**config.mk**
```make
export PLATFORM = sky130hd
export DESIGN_NAME = serial_add_arbiter
export DESIGN_NICKNAME = d
export VERILOG_FILES = /design/src/rtl/serial_add_arbiter.sv
export SDC_FILE = /design/constraint.sdc
export NUM_CORES = 1
export LEC_CHECK = 0
export BUFFER_PORTS_ARGS = -buffer_cell sky130_fd_sc_hd__buf_2
export CAP_MARGIN = 40
export CORE_MARGIN = 3
export CORE_UTILIZATION = 37
export DETAILED_ROUTE_END_ITERATION = 6
export GPL_TIMING_DRIVEN = 0
export PLACE_DENSITY = 0.57
export SLEW_MARGIN = 40
export SYNTH_ARGS = -nofsm -noshare
export SYNTH_HDL_FRONTEND = slang
export SYNTH_SLANG_ARGS = --single-unit
```
**constraint.sdc**
```tcl
create_clock -name clk -period 1.92 [get_ports clk]
set_clock_uncertainty 0.2 [all_clocks]
set_input_delay 0 -clock clk [delete_from_list [all_inputs] [get_ports clk]]
set_output_delay 0 -clock clk [all_outputs]
set_load 0.005 [all_outputs]
```
**src/rtl/serial_add_arbiter.sv**
```systemverilog
// Serial adder shared by two requesters.
// A single 1-bit full adder plus a carry flop processes one operand bit per
// cycle. A round-robin arbiter picks which requester's operands are loaded,
// and the result is held until the consumer accepts it.
`timescale 1ns/1ps
module serial_add_arbiter #(
    parameter int WIDTH = 8
) (
    input  logic             clk,
    input  logic             rst_n,
    input  logic             req0,
    input  logic             req1,
    input  logic [WIDTH-1:0] a0,
    input  logic [WIDTH-1:0] b0,
    input  logic [WIDTH-1:0] a1,
    input  logic [WIDTH-1:0] b1,
    input  logic             cin0,
    input  logic             cin1,
    output logic             gnt0,
    output logic             gnt1,
    output logic             busy,
    output logic             res_valid,
    output logic [WIDTH-1:0] res_sum,
    output logic             res_cout,
    output logic             res_id,
    input  logic             res_ready
);

    localparam int CW = $clog2(WIDTH + 1);

    typedef enum logic [1:0] {IDLE, SHIFT, DONE} state_t;

    state_t           state, state_nxt;
    logic [WIDTH-1:0] opa, opb;
    logic             cy;
    logic [CW-1:0]    cnt;
    logic             last;     // requester served most recently
    logic             pick1;    // requester 1 wins this arbitration
    logic             any_req;
    logic             last_bit;
    logic             fa_sum, fa_cy;

    // Arbitration: on a tie, the requester not served last wins.
    always_comb begin
        any_req  = req0 | req1;
        pick1    = req1 & (~req0 | ~last);
        last_bit = (cnt == CW'(WIDTH - 1));
    end

    // The one shared full adder, fed by the operand LSBs and the carry flop.
    always_comb begin
        fa_sum = opa[0] ^ opb[0] ^ cy;
        fa_cy  = (opa[0] & opb[0]) | (opa[0] & cy) | (opb[0] & cy);
    end

    // State register.
    always_ff @(posedge clk or negedge rst_n) begin
        if (!rst_n) state <= IDLE;
        else        state <= state_nxt;
    end

    // Next state: no grant can happen on the DONE->IDLE edge because the
    // grant is only taken while already in IDLE.
    always_comb begin
        state_nxt = state;
        case (state)
            IDLE:    if (any_req)   state_nxt = SHIFT;
            SHIFT:   if (last_bit)  state_nxt = DONE;
            DONE:    if (res_ready) state_nxt = IDLE;
            default:                state_nxt = IDLE;
        endcase
    end

    // Datapath: operand capture on the grant edge, then one bit per SHIFT edge.
    always_ff @(posedge clk or negedge rst_n) begin
        if (!rst_n) begin
            opa      <= '0;
            opb      <= '0;
            cy       <= 1'b0;
            cnt      <= '0;
            last     <= 1'b1;
            gnt0     <= 1'b0;
            gnt1     <= 1'b0;
            res_sum  <= '0;
            res_cout <= 1'b0;
            res_id   <= 1'b0;
        end else begin
            gnt0 <= 1'b0;
            gnt1 <= 1'b0;
            case (state)
                IDLE: begin
                    if (any_req) begin
                        opa      <= pick1 ? a1 : a0;
                        opb      <= pick1 ? b1 : b0;
                        cy       <= pick1 ? cin1 : cin0;
                        res_id   <= pick1;
                        last     <= pick1;
                        gnt0     <= ~pick1;
                        gnt1     <= pick1;
                        cnt      <= '0;
                        res_sum  <= '0;
                        res_cout <= 1'b0;
                    end
                end
                SHIFT: begin
                    opa     <= opa >> 1;
                    opb     <= opb >> 1;
                    cy      <= fa_cy;
                    res_sum <= {fa_sum, res_sum[WIDTH-1:1]};
                    cnt     <= cnt + CW'(1);
                    if (last_bit) res_cout <= fa_cy;
                end
                default: ;
            endcase
        end
    end

    // Status outputs follow the state directly.
    always_comb begin
        busy      = (state != IDLE);
        res_valid = (state == DONE);
    end

endmodule

```
==> results.cfg, run 1 <==
[status]
status = finished, final reports clean

[critical_path]
crit_required_ns = 1.86
worstSetupPathType = reg2reg
r2r_start = state[1]
worst_ep_arrival_time_ns = 1.66
rr_endpoint = res_sum[1]
slowest_delay_ns = 0.47
reg2reg_slack_ns = 0.20
critPathLaunchType = register
crit_chain = nor2_4 > inv_1 > nor2_1 > o21ai_0
end_kind = register
crit_path_max_fanout = 9
worst_path_max_delay_cell = dfrtp_1
ff2ff_path_depth = 4

[final_layout]
area_delta_synth_final_pct = 45.7
fin_nets = 308
stdcell_count = 319
antennaDiodeCount = 0
final_common_cell = buf_2
fillers = 378
final_cell_mix = buf_2, dlygate4sd3_1, dfrtp_1
drive_gt1_share_pct = 27.0

[power_and_ir_drop]
seqPwrFrac_pct = 41.0
leakagePower_nw = 1.26
p_sw_mw = 1.09
clkPwrFrac_pct = 18.7
power_density_mw_per_mm2 = 1200
p_int_mw = 1.98
ir_drop_uv = 505
power.share.combinational_pct = 40.3
netSwitchingFraction_pct = 35.5

[timing]
period_needed_ns = 1.72
period_share_pct = 89.5
slew_headroom_pct = 65.2
timing.fmax_mhz = 582
rsz0062_at_grt = false
final_hold_viol_count = 0
setup_violations = 0
tightest_slew_ns = 0.520
setup_tns_ns = 0
slew_viol_final = 0

[detailed_routing]
wire_per_inst_microns = 13.7
dr.pass1.iters = 4
vias = 1558
ant_nets = 0
drt-initial-drc-count = 49
drc = 0
routed_wirelength_microns = 4380
routed_via_density = 4.88

[global_route]
grt_antenna_before_repair = 0
grt_max_degree = 37
grt_pass1_wl_microns = 7410
overflow = 0
first_global_vias = 1610
grt_use_total_pct = 17.4

[yosys]
synth.distinct_cells = 30
synth_area_leaders = dfrtp_1, mux2i_1, o221ai_1, nand2_1, o21ai_0
synth_top_area_share_pct = 49.8
synthesis.nets = 211
syn_area_sq_mm = 0.00176
yosysWarnings = 0
ys_seq_elements = 36
ys_seq_area_share_pct = 51.3
synth.largest_area_cell = dfrtp_1
syn-instance-count = 170
avgSynthCellArea_sq_um = 10.3

[job]
max_cap_viol_count = 0

[clock_tree]
clock_latency_ns = 0.28
tritoncts = done
numCtsBuffers = 5
clk_pin_slew_worst_paths_ns = 0.07
post_cts_resized = 0
cts_root_buf = clkbuf_8
clock_path_buffers = 2
htree_levels = 2
clock_sinks = 36

[floorplanning]
pin_count = 53
die_x_microns = 75.0
row_count = 24
coreArea_sq_mm = 0.00447
initial_core_util_pct = 39.3
die_y_microns = 75.0
dieArea_sq_mm = 0.00562

[place]
placed_cells = 274
io_buffers = 52
dp_hpwl_microns = 2690
place_congestion = 0.724

[min_path]
hold_path_class = in2async
## cell families (layout without fill, tap and decap cells)
family / count (synthesis) / count (layout) / share of synthesized area [%]
AND/OR/NAND/NOR: 45 / 45 / 11.2
flip-flops: 36 / 36 / 51.3
multiplexers: 21 / 21 / 11.9
adder cells (fa/ha/maj): 2 / 2 / 1.85
AO/OA/AOI/OAI: 39 / 39 / 15.6
buffers and inverters: 27 / 124 / 8.11
## power groups by stage
stage	Sequential (mW)	Clock, mW	Combinational, mW
after CTS	1.26	0.596	1.26
after global placement	1.27	0	1.17
after global routing	1.30	0.630	1.42
after detailed placement	1.28	0	1.18
after floorplan	1.25	0	0.811
final	1.26	0.573	1.24
## what timing repair did
action,CTS,global route
hold buffers,38,0
setup buffers,0,0
endpoints found under the hold margin,55,0
## through the flow
step / cell area [sq um] / util [%] / power (mW) / setup slack, ns / hold slack, ns
final: 2560 / 57.3 / 3.07 / 0.201 / 0.0158
after global routing: 2560 / 57.3 / 3.35 / 0.0237 / 0.0469
after CTS: 2560 / 57.3 / 3.12 / 0.178 / 0.0133
after detailed placement: 2090 / 46.6 / 2.46 / 0.195 / -0.207
after global placement: 2080 / 46.6 / 2.44 / 0.186 / -0.0510
after floorplan: 1760 / - / 2.06 / 0.473 / -0.496
## routing by layer
layer	share of wire [%]	wire length [microns]	GRT usage (%)
met4	1.3	59	5.73
met5	0	0	0
met2	49	2140	28.4
met1	46	2000	22.5
met3	4.2	184	4.54
## Yosys cell counts (all sizes together)
library cell and n:
ha 1, a211oi 1, o21ai 15, o221ai 15, nand2b 2, a31oi 1
dfrtp 35, o22ai 1, nor3b 1, a21o 1, mux2i 21, inv 18
a21oi 2, and3b 1, nand2 34, nor2b 1, buf 9, nand4 1
fa 1, a21boi 1, and2 1, nor2 4, o211ai 2, dfstp 1
## cell type report
| type | instances | area, sq um | area share [%] |
|---|---|---|---|
| plain buffers | 9 | 75.1 | 2.93 |
| clock buffers | 7 | 96.3 | 3.76 |
| inverters | 18 | 67.6 | 2.64 |
| multi-input cells | 107 | 714 | 27.9 |
| flip-flops and latches | 36 | 902 | 35.2 |
| well taps | 52 | 65.1 | 2.54 |
| repair buffers | 90 | 643 | 25.1 |
## worst max path at each step
stage                   from          to  slack, ns
floorplan               last      opa[5]       0.47
global placement    state[1]  res_sum[4]       0.19
detailed placement  state[1]  res_sum[1]       0.19
CTS                 state[1]  res_sum[1]       0.18
global route        state[1]  res_sum[4]       0.02
finish              state[1]  res_sum[1]       0.20
## registers in the layout (all words and copies together), names as in the netlist
name and flops:
cy 1, state 2, res_sum 8, res_id 1
last 1, res_cout 1, opa 8, gnt1 1
opb 8, gnt0 1, cnt 4
## worst max-delay path, delay by kind of cell, from the launching register on
| kind | cells | cell delay [ns] |
|---|---|---|
| AND/OR/NAND/NOR | 2 | 0.60 |
| flip-flops | 1 | 0.47 |
| AO/OA/AOI/OAI | 1 | 0.18 |
| buffers and inverters | 1 | 0.13 |
Note: power is estimated with default switching activity, not from simulation.
==> inputs of run 2 (changes only) <==
ABC_AREA = 1   (was not set)
PLACE_DENSITY = 0.56   (was 0.57)
==> run 2 against run 1 <==
Effect of this change: non-clock buffer count up 10; via count up 26%; critical path depth up 3; clock power down 4.9%; die area up 12%; sequential power up 6%; synthesized area up 13%; power up 17%; sequential share of layout area down 3.8 points; worst hold slack worse by 0.0042 ns.
==> results.cfg, run 2 <==
[status]
status = finished, final reports clean

[global_route]
grt_max_degree = 37
first_global_vias = 1918
grt_antenna_before_repair = 0
grt_use_total_pct = 18.1
grt_pass1_wl_microns = 8910
overflow = 0

[detailed_routing]
routed_via_density = 4.59
drt-initial-drc-count = 106
dr.pass1.iters = 4
ant_nets = 0
vias = 1967
drc = 0
wire_per_inst_microns = 12.1
routed_wirelength_microns = 5210

[final_layout]
final_cell_mix = nand3_1, nand2_1, buf_2
top_regs = opa (8), opb (8), res_sum (8)
antennaDiodeCount = 0
area_delta_synth_final_pct = 43.9
final_common_cell = nand3_1
fin_nets = 399
drive_gt1_share_pct = 24.5
fillers = 480
final_area_sq_mm = 0.00287

[yosys]
syn-instance-count = 256
synth.largest_area_cell = dfrtp_1
synth_common_cells = nand3_1, nand2_1, inv_1, dfrtp_1, nor2_1
ys.flop_type = dfrtp_1
avgSynthCellArea_sq_um = 7.80
synth.distinct_cells = 23
synth_top_area_share_pct = 43.9
yosysWarnings = 0
syn_area_sq_mm = 0.00200
synth_edf_count = 0
ys_seq_area_share_pct = 45.2
synthArstFlopShare_pct = 100
synthesis.nets = 297
synth_area_leaders = dfrtp_1, nand3_1, nand2_1, inv_1, buf_6
ys_seq_elements = 36
yosysMostFrequentCell = nand3_1

[floorplanning]
pin_count = 53
coreArea_sq_mm = 0.00517
initial_core_util_pct = 38.6
dieArea_sq_mm = 0.00631
die_y_microns = 79.4
row_count = 26
die_x_microns = 79.4

[place]
dp_hpwl_microns = 3370
place_congestion = 0.735
io_buffers = 51
placement.cell_area_sq_mm = 0.00234

[clock_tree]
clk_pin_slew_worst_paths_ns = 0.07
htree_levels = 2
cts_root_buf = clkbuf_8
clock_path_buffers = 2
clock_latency_ns = 0.28
tritoncts = done
numCtsBuffers = 5
clock_sinks = 36

[timing]
period_share_pct = 95.2
period_needed_ns = 1.83
timing.fmax_mhz = 547
rsz0062_at_grt = false
slew_viol_final = 0
setup_tns_ns = 0
slew_headroom_pct = 68.9
final_hold_viol_count = 0
setup_violations = 0
tightest_slew_ns = 0.466

[critical_path]
end_kind = register
worstSetupPathType = reg2reg
crit_chain = nand2_4 > nand2_4 > buf_6 > nand2_1 > nand2_1 > dlygate4sd3_1 > o21ai_1
crit_path_max_fanout = 7
worst_ep_arrival_time_ns = 1.80
worst_path_max_delay_cell = dfstp_2
crit_required_ns = 1.89
critPathLaunchType = register
slowest_delay_ns = 0.55

[min_path]
hold_path_class = in2async

[power_and_ir_drop]
power_density_mw_per_mm2 = 1250
fin_total_pwr_mw = 3.59
leakagePower_nw = 1.58
ir_drop_uv = 479

[job]
max_cap_viol_count = 0
-- run 2: cell count changes in the layout (fill, tap and decap cells not counted), moves of 5 or more --
cell,delta
buf_6,+5
nand2_1,+23
nand3_1,+74
buf_4,+6
nand2_4,+5
mux2i_1,-21
o21ai_0,-9
nor2_1,+5
o221ai_1,-15
inv_1,+24
-- run 2: metal layers --
layer / track usage, % / up-vias / wire, microns
met5: 0 / - / 0
li1: - / 1012 / -
met2: 31.0 / 52 / 2540
met4: 4.64 / 0 / 51
met3: 4.06 / 6 / 238
met1: 23.0 / 897 / 2380
-- run 2: where the power goes --
part           switching, mW  total (mW)  internal [mW]
logic                  0.971        1.72          0.747
registers              0.216        1.33           1.11
clock network          0.253       0.545          0.292
total                   1.44        3.59           2.15
-- run 2: worst max-delay path, delay by kind of cell, from the launching register on --
kind | cells | cell delay (ns)
AO/OA/AOI/OAI | 1 | 0.05
buffers and inverters | 2 | 0.65
flip-flops | 1 | 0.55
AND/OR/NAND/NOR | 4 | 0.26
-- run 2: final timing paths --
path / from / to / slack, ns / depth (start not counted)
max: last / opb[7] / 0.09 / 7
min: rst_n / state[1] / 0.01 / 2
max reg2reg: last / opb[7] / 0.09 / 7
min reg2reg: res_id / res_id / 0.27 / 2
max in group asynchronous: rst_n / last / 1.15 / 2
min in group clk: req0 / opa[7] / 0.01 / 5
-- run 2: area by class of cell --
class	count	area, sq um	area share, %
Clock buffer	8	90.1	3.14
Sequential cell	36	902	31.4
Timing Repair Buffer	95	688	24.0
Inverter	45	171	5.97
Tap cell	70	87.6	3.05
Buffer	14	121	4.23
Multi-Input combinational cell	161	811	28.2
-- run 2: logic make-up (layout without fill, tap and decap cells) --
logic type	Yosys count	in the layout	synth area share, %
and+or+nand+nor	148	148	35.6
DFF	36	36	45.2
adders and majority gates	2	2	1.63
buffers and inverters	59	162	14.7
AOI/OAI and AO/OA	11	11	2.88
-- run 2: stage by stage --
step,hold WS (ns),setup WS (ns),utilization (%),instances
CTS,0.0404,0.0350,54.9,426
global placement,-0.0547,0.449,45.2,377
floorplan,-0.496,0.623,-,256
detailed placement,-0.0465,0.448,45.2,377
global route,0.0395,0.0231,55.5,429
finish,0.0116,0.0918,55.5,429
-- run 2: timing repair --
item / CTS / global route
setup endpoints to repair: 0 / 2
endpoints found under the hold margin: 53 / 0
hold buffers: 41 / 0
gates resized for setup: 0 / 2
setup buffers: 0 / 4
==> inputs of run 3 (changes only) <==
HOLD_SLACK_MARGIN = 0.1   (was not set)
clock period = 1.7 ns   (was 1.92 ns; I/O delays follow)
==> run 3 against run 2 <==
Effect of this change: sequential power increased by 13%; sequential cell count unchanged; maximum frequency increased by 25%; highest routed layer unchanged.
==> results.cfg, run 3 (synthesis gave the netlist of run 2 again) <==
[critical_path]
crit_path_max_fanout = 10
critPathLaunchType = register
worst_ep_arrival_time_ns = 1.43
worstSetupPathType = reg2reg
end_kind = register
crit_required_ns = 1.67

[timing]
rsz0062_at_grt = false
slew_headroom_pct = 69.4
setup_violations = 0
setup_tns_ns = 0
slew_viol_final = 0
timing.fmax_mhz = 682
final_hold_viol_count = 0
tightest_slew_ns = 0.458
period_needed_ns = 1.47
timing.hold.ws_ns = 0.233
period_share_pct = 86.3

[clock_tree]
tritoncts = done
ctsHoldBuffers = 38
cts_root_buf = clkbuf_8
htree_levels = 2
clk_pin_slew_worst_paths_ns = 0.07
cts_setup_buffers = 0
post_cts_resized = 0
clock_latency_ns = 0.28
clock_path_buffers = 2
clock_sinks = 36
numCtsBuffers = 5

[min_path]
hold_path_class = in2reg

[floorplanning]
row_count = 26
coreArea_sq_mm = 0.00517
die_x_microns = 79.4
initial_core_util_pct = 38.6
dieArea_sq_mm = 0.00631
pin_count = 53
die_y_microns = 79.4

[detailed_routing]
vias = 1938
dr.pass1.iters = 4
drt-initial-drc-count = 122
routed_via_density = 4.57
wire_per_inst_microns = 12.0
routed_wirelength_microns = 5090
drc = 0
ant_nets = 0

[power_and_ir_drop]
p_sw_mw = 1.62
ir_drop_uv = 542
power_density_mw_per_mm2 = 1420
clkPwrFrac_pct = 15.4
netSwitchingFraction_pct = 40.3
p_int_mw = 2.40
leakagePower_nw = 1.55
seqPwrFrac_pct = 37.3
power.share.combinational_pct = 47.2

[global_route]
grt_use_total_pct = 17.9
grt_max_degree = 37
grt_antenna_before_repair = 0
overflow = 0
first_global_vias = 1860
grt_pass1_wl_microns = 8810

[final_layout]
area_delta_synth_final_pct = 41.4
final_common_cell = nand3_1
antennaDiodeCount = 0
top_regs = opa (8), opb (8), res_sum (8)
fin_nets = 394
final_cell_mix = nand3_1, nand2_1, buf_2
drive_gt1_share_pct = 23.7

[place]
place_congestion = 0.735
io_buffers = 51
dp_hpwl_microns = 3370

[status]
status = finished, final reports clean

[job]
max_cap_viol_count = 0
==> run 3: power by group through the flow <==
stage,Clock [mW],Combinational [mW],Sequential [mW]
after global placement,0,1.81,1.50
after detailed placement,0,1.85,1.51
after floorplan,0,1.32,1.48
after global routing,0.676,2.19,1.55
after CTS,0.648,1.92,1.50
final,0.619,1.90,1.50
==> run 3: stage by stage <==
stage / total power [mW] / std cells / instance area [sq um] / util (%) / worst slack [ns]
after floorplan: 2.80 / 256 / 2000 / - / 0.403
after global placement: 3.31 / 377 / 2340 / 45.2 / 0.229
after detailed placement: 3.36 / 377 / 2340 / 45.2 / 0.228
after CTS: 4.07 / 423 / 2810 / 54.3 / 0.223
after global routing: 4.41 / 424 / 2820 / 54.5 / 0.0913
final: 4.01 / 424 / 2820 / 54.5 / 0.233
==> run 3: final cells by class <==
cell class | instances | area (sq um)
fillers | 490 | 2350
multi-input cells | 161 | 801
plain buffers | 14 | 121
clock buffers | 8 | 90.1
inverters | 45 | 171
well taps | 70 | 87.6
flip-flops and latches | 36 | 902
repair buffers | 90 | 648
==> run 3: final timing paths <==
kind / startpoint / endpoint / slack, ns / depth (start not counted)
setup / recovery: last / opb[3] / 0.23 / 6
hold / removal: res_ready / state[1] / 0.23 / 3
setup reg to reg: last / opb[3] / 0.23 / 6
hold reg to reg: res_id / res_id / 0.27 / 2
max in group asynchronous: rst_n / last / 0.41 / 3
min in group asynchronous: rst_n / state[1] / 0.55 / 3
==> run 3: layer usage <==
metal | vias up | track usage, % | part of all wire, %
met5 | - | 0 | 0
li1 | 1000 | - | -
met3 | 6 | 4.06 | 3.9
met2 | 44 | 29.8 | 48
met4 | 0 | 4.64 | 1.0
met1 | 888 | 23.3 | 47
==> run 3: worst max-delay path, stage by stage, from the launching register on <==
cell,delay (ns)
dfstp_2,0.54
nand2_2,0.11
nand2_2,0.10
buf_4,0.17
nand2_1,0.06
nand3_1,0.10
nand3_1,0.08
